**src/rtl/sync_fifo_ext.sv**
```systemverilog
// sync_fifo_ext: parametrised single-clock FIFO with show-ahead or
// registered read port, occupancy count, almost-full/empty thresholds,
// flush, write-on-full-with-pop and sticky overflow/underflow flags.
// Ports:
//   clk, rst (sync, active-high)
//   wr_en, wr_data               write side
//   rd_en, rd_data, rd_valid     read side (timing set by FWFT)
//   flush                        drop all contents
//   clr_err                      clear sticky error flags
//   count, full, empty, almost_full, almost_empty   status from registered state
//   overflow, underflow          sticky error flags
module sync_fifo_ext #(
    parameter int DATA_WIDTH = 16,
    parameter int DEPTH      = 8,
    parameter int AF_THRESH  = 6,
    parameter int AE_THRESH  = 1,
    parameter int FWFT       = 1
) (
    input  logic                    clk,
    input  logic                    rst,
    input  logic                    wr_en,
    input  logic [DATA_WIDTH-1:0]   wr_data,
    input  logic                    rd_en,
    output logic [DATA_WIDTH-1:0]   rd_data,
    output logic                    rd_valid,
    input  logic                    flush,
    input  logic                    clr_err,
    output logic [$clog2(DEPTH):0]  count,
    output logic                    full,
    output logic                    empty,
    output logic                    almost_full,
    output logic                    almost_empty,
    output logic                    overflow,
    output logic                    underflow
);

    localparam int AW = $clog2(DEPTH);
    localparam int PW = AW + 1;

    if (DATA_WIDTH < 1) begin : g_bad_width
        $fatal(1, "sync_fifo_ext: DATA_WIDTH must be >= 1");
    end
    if (DEPTH < 2 || (DEPTH & (DEPTH - 1)) != 0) begin : g_bad_depth
        $fatal(1, "sync_fifo_ext: DEPTH must be a power of 2, >= 2");
    end
    if (AF_THRESH < 1 || AF_THRESH > DEPTH) begin : g_bad_af
        $fatal(1, "sync_fifo_ext: AF_THRESH out of range");
    end
    if (AE_THRESH < 0 || AE_THRESH > DEPTH - 1) begin : g_bad_ae
        $fatal(1, "sync_fifo_ext: AE_THRESH out of range");
    end
    if (FWFT != 0 && FWFT != 1) begin : g_bad_fwft
        $fatal(1, "sync_fifo_ext: FWFT must be 0 or 1");
    end

    logic [DATA_WIDTH-1:0] mem [DEPTH];

    logic [PW-1:0] wr_ptr;
    logic [PW-1:0] rd_ptr;
    logic [PW-1:0] count_q;
    logic [AW-1:0] wr_idx;
    logic [AW-1:0] rd_idx;
    logic          rd_acc;
    logic          wr_acc;
    logic          overflow_q;
    logic          underflow_q;

    assign wr_idx = wr_ptr[AW-1:0];
    assign rd_idx = rd_ptr[AW-1:0];

    assign count        = count_q;
    assign empty        = (count_q == '0);
    assign full         = (count_q == PW'(DEPTH));
    assign almost_full  = (count_q >= PW'(AF_THRESH));
    assign almost_empty = (count_q <= PW'(AE_THRESH));

    // A write into a full FIFO is fine when the head is popped on the same
    // edge: the freed slot is the one being written.
    assign rd_acc = rd_en & ~empty;
    assign wr_acc = wr_en & (~full | rd_acc);

    always_ff @(posedge clk) begin
        if (rst) begin
            wr_ptr  <= '0;
            rd_ptr  <= '0;
            count_q <= '0;
        end else if (flush) begin
            wr_ptr  <= '0;
            rd_ptr  <= '0;
            count_q <= '0;
        end else begin
            if (wr_acc) begin
                wr_ptr <= wr_ptr + 1'b1;
            end
            if (rd_acc) begin
                rd_ptr <= rd_ptr + 1'b1;
            end
            if (wr_acc && !rd_acc) begin
                count_q <= count_q + 1'b1;
            end else if (rd_acc && !wr_acc) begin
                count_q <= count_q - 1'b1;
            end
        end
    end

    always_ff @(posedge clk) begin
        if (!rst && !flush && wr_acc) begin
            mem[wr_idx] <= wr_data;
        end
    end

    // A new error in the same cycle as clr_err keeps the flag set.
    always_ff @(posedge clk) begin
        if (rst) begin
            overflow_q  <= 1'b0;
            underflow_q <= 1'b0;
        end else begin
            if (!flush && wr_en && !wr_acc) begin
                overflow_q <= 1'b1;
            end else if (clr_err) begin
                overflow_q <= 1'b0;
            end
            if (!flush && rd_en && empty) begin
                underflow_q <= 1'b1;
            end else if (clr_err) begin
                underflow_q <= 1'b0;
            end
        end
    end

    assign overflow  = overflow_q;
    assign underflow = underflow_q;

    if (FWFT == 1) begin : g_fwft
        assign rd_data  = mem[rd_idx];
        assign rd_valid = ~empty;
    end else begin : g_reg
        logic [DATA_WIDTH-1:0] rd_data_q;
        logic                  rd_valid_q;

        always_ff @(posedge clk) begin
            if (rst) begin
                rd_data_q  <= '0;
                rd_valid_q <= 1'b0;
            end else if (flush) begin
                rd_valid_q <= 1'b0;
            end else begin
                rd_valid_q <= rd_acc;
                if (rd_acc) begin
                    rd_data_q <= mem[rd_idx];
                end
            end
        end

        assign rd_data  = rd_data_q;
        assign rd_valid = rd_valid_q;
    end

endmodule
```
**config.mk**
```make
export PLATFORM = sky130hd
export DESIGN_NAME = sync_fifo_ext
export DESIGN_NICKNAME = d
export VERILOG_FILES = /design/src/rtl/sync_fifo_ext.sv
export SDC_FILE = /design/constraint.sdc
export NUM_CORES = 1
export LEC_CHECK = 0
export ABC_CLOCK_PERIOD_IN_PS = 2500
export CAP_MARGIN = 20
export CORE_ASPECT_RATIO = 1.5
export CORE_MARGIN = 2
export CORE_UTILIZATION = 35
export CTS_BUF_LIST = sky130_fd_sc_hd__clkbuf_8
export CTS_CLUSTER_DIAMETER = 50
export DETAILED_ROUTE_END_ITERATION = 10
export PLACE_DENSITY_LB_ADDON = 0.12
export REMOVE_ABC_BUFFERS = 1
export SYNTH_ARGS = -nofsm -noshare
export SYNTH_HDL_FRONTEND = slang
export SYNTH_SLANG_ARGS = --single-unit
export TNS_END_PERCENT = 10
```
**constraint.sdc**
```tcl
create_clock -name clk -period 2.5 [get_ports clk]
set_clock_uncertainty 0.1 [all_clocks]
set_input_delay 0.75 -clock clk [delete_from_list [all_inputs] [get_ports clk]]
set_output_delay 0.75 -clock clk [all_outputs]
set_load 0.02 [all_outputs]
```
Yosys cells after proc, flatten, opt, wreduce, memory -nomap -nowiden
Memory sizes are Yosys's and may differ from the RTL's. A register that Yosys moved wholly into a read port is not among the register bits.
Cells that the tools add are included.
{"block": "op_classes", "addsub": 4, "n_lt_le_gt_ge": 2, "n_eq_ne": 1, "mux": 9, "n_bitwise": 5, "n_reduce_logical": 17}
{"cell": "adder 4 x 1 -> 4 bit, second input constant", "count": 3}
{"cell": "logical AND 1 bit", "count": 8}
{"cell": "2-to-1 mux 4 bit", "count": 2}
{"cell": "2-to-1 mux 3 bit", "count": 2}
{"cell": "nonzero test 2 bit", "count": 3}
{"cell": "2-to-1 mux 1 bit", "count": 5}
{"cell": "equality test 4 bit, second input constant", "count": 1}
{"cell": ">= comparator 4 x 3 -> 1 bit, second input constant", "count": 1}
{"cell": "<= comparator 4 x 1 -> 1 bit, second input constant", "count": 1}
{"cell": "zero test 1 bit", "count": 4}
{"cell": "zero test 4 bit", "count": 1}
{"cell": "subtractor 4 x 1 -> 4 bit, second input constant", "count": 1}
{"cell": "bitwise AND 1 bit", "count": 2}
{"cell": "inverter 1 bit", "count": 2}
{"cell": "OR reduction 2 bit", "count": 1}
{"cell": "OR 1 bit", "count": 1}
{"block": "word_totals", "reg_bits": 14, "ram_bits": 128, "inputBits": 22, "output_inout_bits": 27, "n_memories": 1}
{"memory": "mem", "words": 8, "width": 16, "read_ports": 1, "rd_clocked_by_memory_dff": 1, "wr": 1, "line": "56", "text": "logic [DATA_WIDTH-1:0] mem [DEPTH];"}

Longest topological paths before layout
{"block": "depth", "word_depth": 9, "depth_mapped": 9, "depth_no_buf": 8}

Worst setup path after synthesis
No wires, ideal clock.
{"block": "synth_path", "path_type": "register to register", "startpoint": "reg count_q[0] (netlist: count[0])", "endpoint": "mem mem[1][0] (enable)", "t_arrival_ps": 2332, "setup_slack_ps": -341, "stages_incl_launch_ff": 6, "cell_sequence": "dfxtp_1 inv_1 ha_1 nand4bb_1 nand4_1 nor3_1"}
{"block": "synth_via", "elab_chain_cells": 8, "word_cells_on_any_way": 10}
{"item": "start, declared", "line": "60", "text": "logic [PW-1:0] count_q;"}
{"item": "start signal, assigned", "line": "99", "text": "count_q <= count_q + 1'b1;"}
{"item": "start signal, assigned", "line": "101", "text": "count_q <= count_q - 1'b1;"}
{"item": "zero test 4 bit", "line": "72", "text": "assign empty = (count_q == '0);"}
{"item": "inverter 1 bit", "line": "79", "text": "assign rd_acc = rd_en & ~empty;"}
{"item": "bitwise AND 1 bit", "line": "79"}
{"item": "OR 1 bit (*)", "line": "80", "text": "assign wr_acc = wr_en & (~full | rd_acc);"}
{"item": "bitwise AND 1 bit (*)", "line": "80"}
{"item": "logical AND 1 bit (*)", "line": "107", "text": "if (!rst && !flush && wr_acc) begin"}
{"item": "2-to-1 mux 1 bit (*)", "line": "107"}
{"item": "2-to-1 mux 1 bit (not written as such) (*)", "line": "108", "text": "mem[wr_idx] <= wr_data;"}
{"item": "end, declared", "line": "56"}
Mark *: on every way between the ends. The rest lies on a longest branch, timed or not.

==> flow_summary.toml <==
[yosys]
synth_xor_area_share_pct = 0.306
post_synth_and_or_nand_nor_area_fraction_pct = 4.24
synth_top_family_by_area = "multiplexers"
synth-compound-area-share_pct = 1.90
synth_cells = 281
synth_fa_ha_area_share_pct = 1.75
synthMuxAreaShare_pct = 17.8
syn-cell-area_mm2 = 0.00573
synth_warnings = 0
ys_seq_area_share_pct = 72.3
ys_ff_latch = 143
synth.distinct_cells = 35
avgSynthCellArea_um2 = 20.4

[die]
die_area_mm2 = 0.0174
dieWidth_um = 108
die_h_um = 161
fp-row-count = 57
core_region_area_mm2 = 0.0161
io_pins = 49
initial_core_util_pct = 35.5

[global_routing]
grt_pass1_wl_um = 18300
antenna_found_initial = 0
grt_overflow = 0
grt_max_degree = 33
grt_pass1_vias = 3192
grt_usage_pct = 14.5

[place]
port_buffers = 48
dpl.cell_count = 557
place_congestion = 0.752
dp_hpwl_um = 6780

[critical_path]
reg2reg_depth = 9
r2r-end = "count[3]"
start_kind = "flip-flop"
end_kind = "primary output"
critical-path-top-delay-family = "multiplexers"
rr_startpoint = "count[0]"
crit_arrival_ns = 1.97
worstSetupPathType = "reg -> out"
crit_chain = "buf_12 > mux4_2 > mux2_2 > buf_2"
cp.required_ns = 1.65
max_stage_delay_ns = 0.51
worst-path-stages = 4
crit_fanout = 7
path_buf_inv = 2
slowest_stage = "mux4_2"
rrSetupSlack_ns = 0.21

[routing]
avgViaCountPerCell = 4.87
drt-total-wl_um = 11700
wl_per_cell_um = 19.8
drc = 0
drt.antenna.violating_nets = 0
drt_pre_antenna_iters = 4
vias = 2874
initialDrtViolationCount = 129

[sta]
finalCriticalPeriod_ns = 2.82
rsz0062_at_grt = "true"
drv_slew = 0
timing.final.ws_setup_ns = -0.319
post-route-period-util_pct = 113
hold_violations = 0
fmax_mhz = 355
setup_viol = 16
worstMarginPinSlew_ns = 0.300
whs_ns = 0.373
max_slew_margin_pct = 80.0

[cts]
cts_hold_buf = 0
cts.clk_slew.worst_paths_ns = 0.08
clock_latency_ns = 0.43
numCtsBuffers = 17
cts_num_sinks = 143
cts_max_level = 4
cts_tree = "yes"
clock_path_buffers = 2
root_buffer = "clkbuf_8"

[final_layout]
area_growth_pct = 24.5
antennaDiodeCount = 0
stdcell_count = 590
layout-drive-gt1-share_pct = 36.7
final_cell_mix = "128 x edfxtp_1, 32 x mux4_2, 26 x clkdlybuf4s50_1"
layout.nets = 402
layout_commonest_cell = "edfxtp_1"

[run]
maxCapViolations = 0

[outcome]
violations = "setup timing"
status = "finished, violations left"

[pwr]
leakagePower_uw = 0.00236
power.density_mw_per_mm2 = 668
ir_drop_uv = 299

[worst_hold_path]
min_path_cells = 2
min_path_type = "reg -> reg"
hp-start = "overflow"
hold-path-endpoint = "overflow"
logic make-up after synthesis:
family          count (synthesis)
compound gates                 20
simple gates                   41
mux                            50
flops                         143
buf+inv                        17
xor+xnor                        2
fa+ha+maj                       8
Yosys cell counts, drive strengths merged:
cell     number  area, um^2
nand3         2        10.0
or3           5        31.3
buf           8        61.3
nand2         5        18.8
ha            8         100
mux4         32         818
a2111o        1        11.3
mux2i         2        20.0
o21ai         8        40.0
xor2          1        8.76
or4           3        30.0
clkbuf        3        12.5
nand2b        5        31.3
a21oi        10        50.1
mux2         16         180
nand4bb       1        11.3
edfxtp      128        3840
dfxtp        15         300
or2           1        6.26
and4bb        1        12.5
o31ai         1        7.51
inv           6        22.5
or3b          1        8.76
nor2         11        41.3
nor3          3        20.0
and3b         1        8.76
xnor2         1        8.76
nand4         2        12.5
power by group:
group | switching, uW | internal [uW]
clock network | 856 | 779
logic | 230 | 263
registers | 13.4 | 2620
state kept, by name (all words and copies together) (netlist names), named ones only:
name / cells
mem: 128
wr_ptr: 3
rd_ptr: 3
underflow: 1
count: 4
overflow: 1
final cells by class:
type,instances,area (um^2)
Fill cell,1466,8990
Sequential cell,143,4150
Multi-Input combinational cell,121,1440
Timing Repair Buffer,83,912
Tap cell,206,258
Clock buffer,17,234
Clock inverter,14,118
Inverter,6,22.5
worst max-delay path by stage:
stage	startpoint	to	slack [ns]
6_report	flip-flop	rd_data[13]	-0.32
5_1_grt	flip-flop	rd_data[15]	-0.40
3_3_place_gp	rd_en	count[3]	-0.32
3_5_place_dp	flip-flop	rd_data[12]	-0.34
2_1_floorplan	flip-flop	rd_data[10]	-0.50
4_1_cts	flip-flop	rd_data[15]	-0.43
what timing repair did:
item                                    CTS  global route
resized for setup                       139            21
buffers inserted                          3             0
endpoints found under the setup margin   21            22
pin swaps                                 1             0
gates cloned                              2             0
metrics by stage:
stage	setup TNS, ns	setup WS [ns]	total power, uW	area [um^2]	utilization [%]
6_report	-4.72	-0.319	4760	7130	44.2
3_3_place_gp	-29.98	-0.323	3160	6800	42.2
5_1_grt	-6.18	-0.402	4960	7130	44.2
4_1_cts	-6.25	-0.435	4840	7190	44.6
2_1_floorplan	-33.97	-0.503	2910	5650	-
3_5_place_dp	-32.77	-0.338	3160	6800	42.2
routing by layer:
metal	track usage (%)	up-vias	part of all wire [%]
li1	-	1323	-
met1	17.3	1485	42
met2	25.6	60	53
met3	3.61	6	4.3
met4	4.55	0	0.85
met5	0	-	0
tightest hold or removal path, cell delays in order (launching register included):
cell and delay [ns]:
dfxtp_1 0.32, nand2b_1 0.07, a21oi_1 0.05
Note: power is estimated with default switching activity, not from simulation.
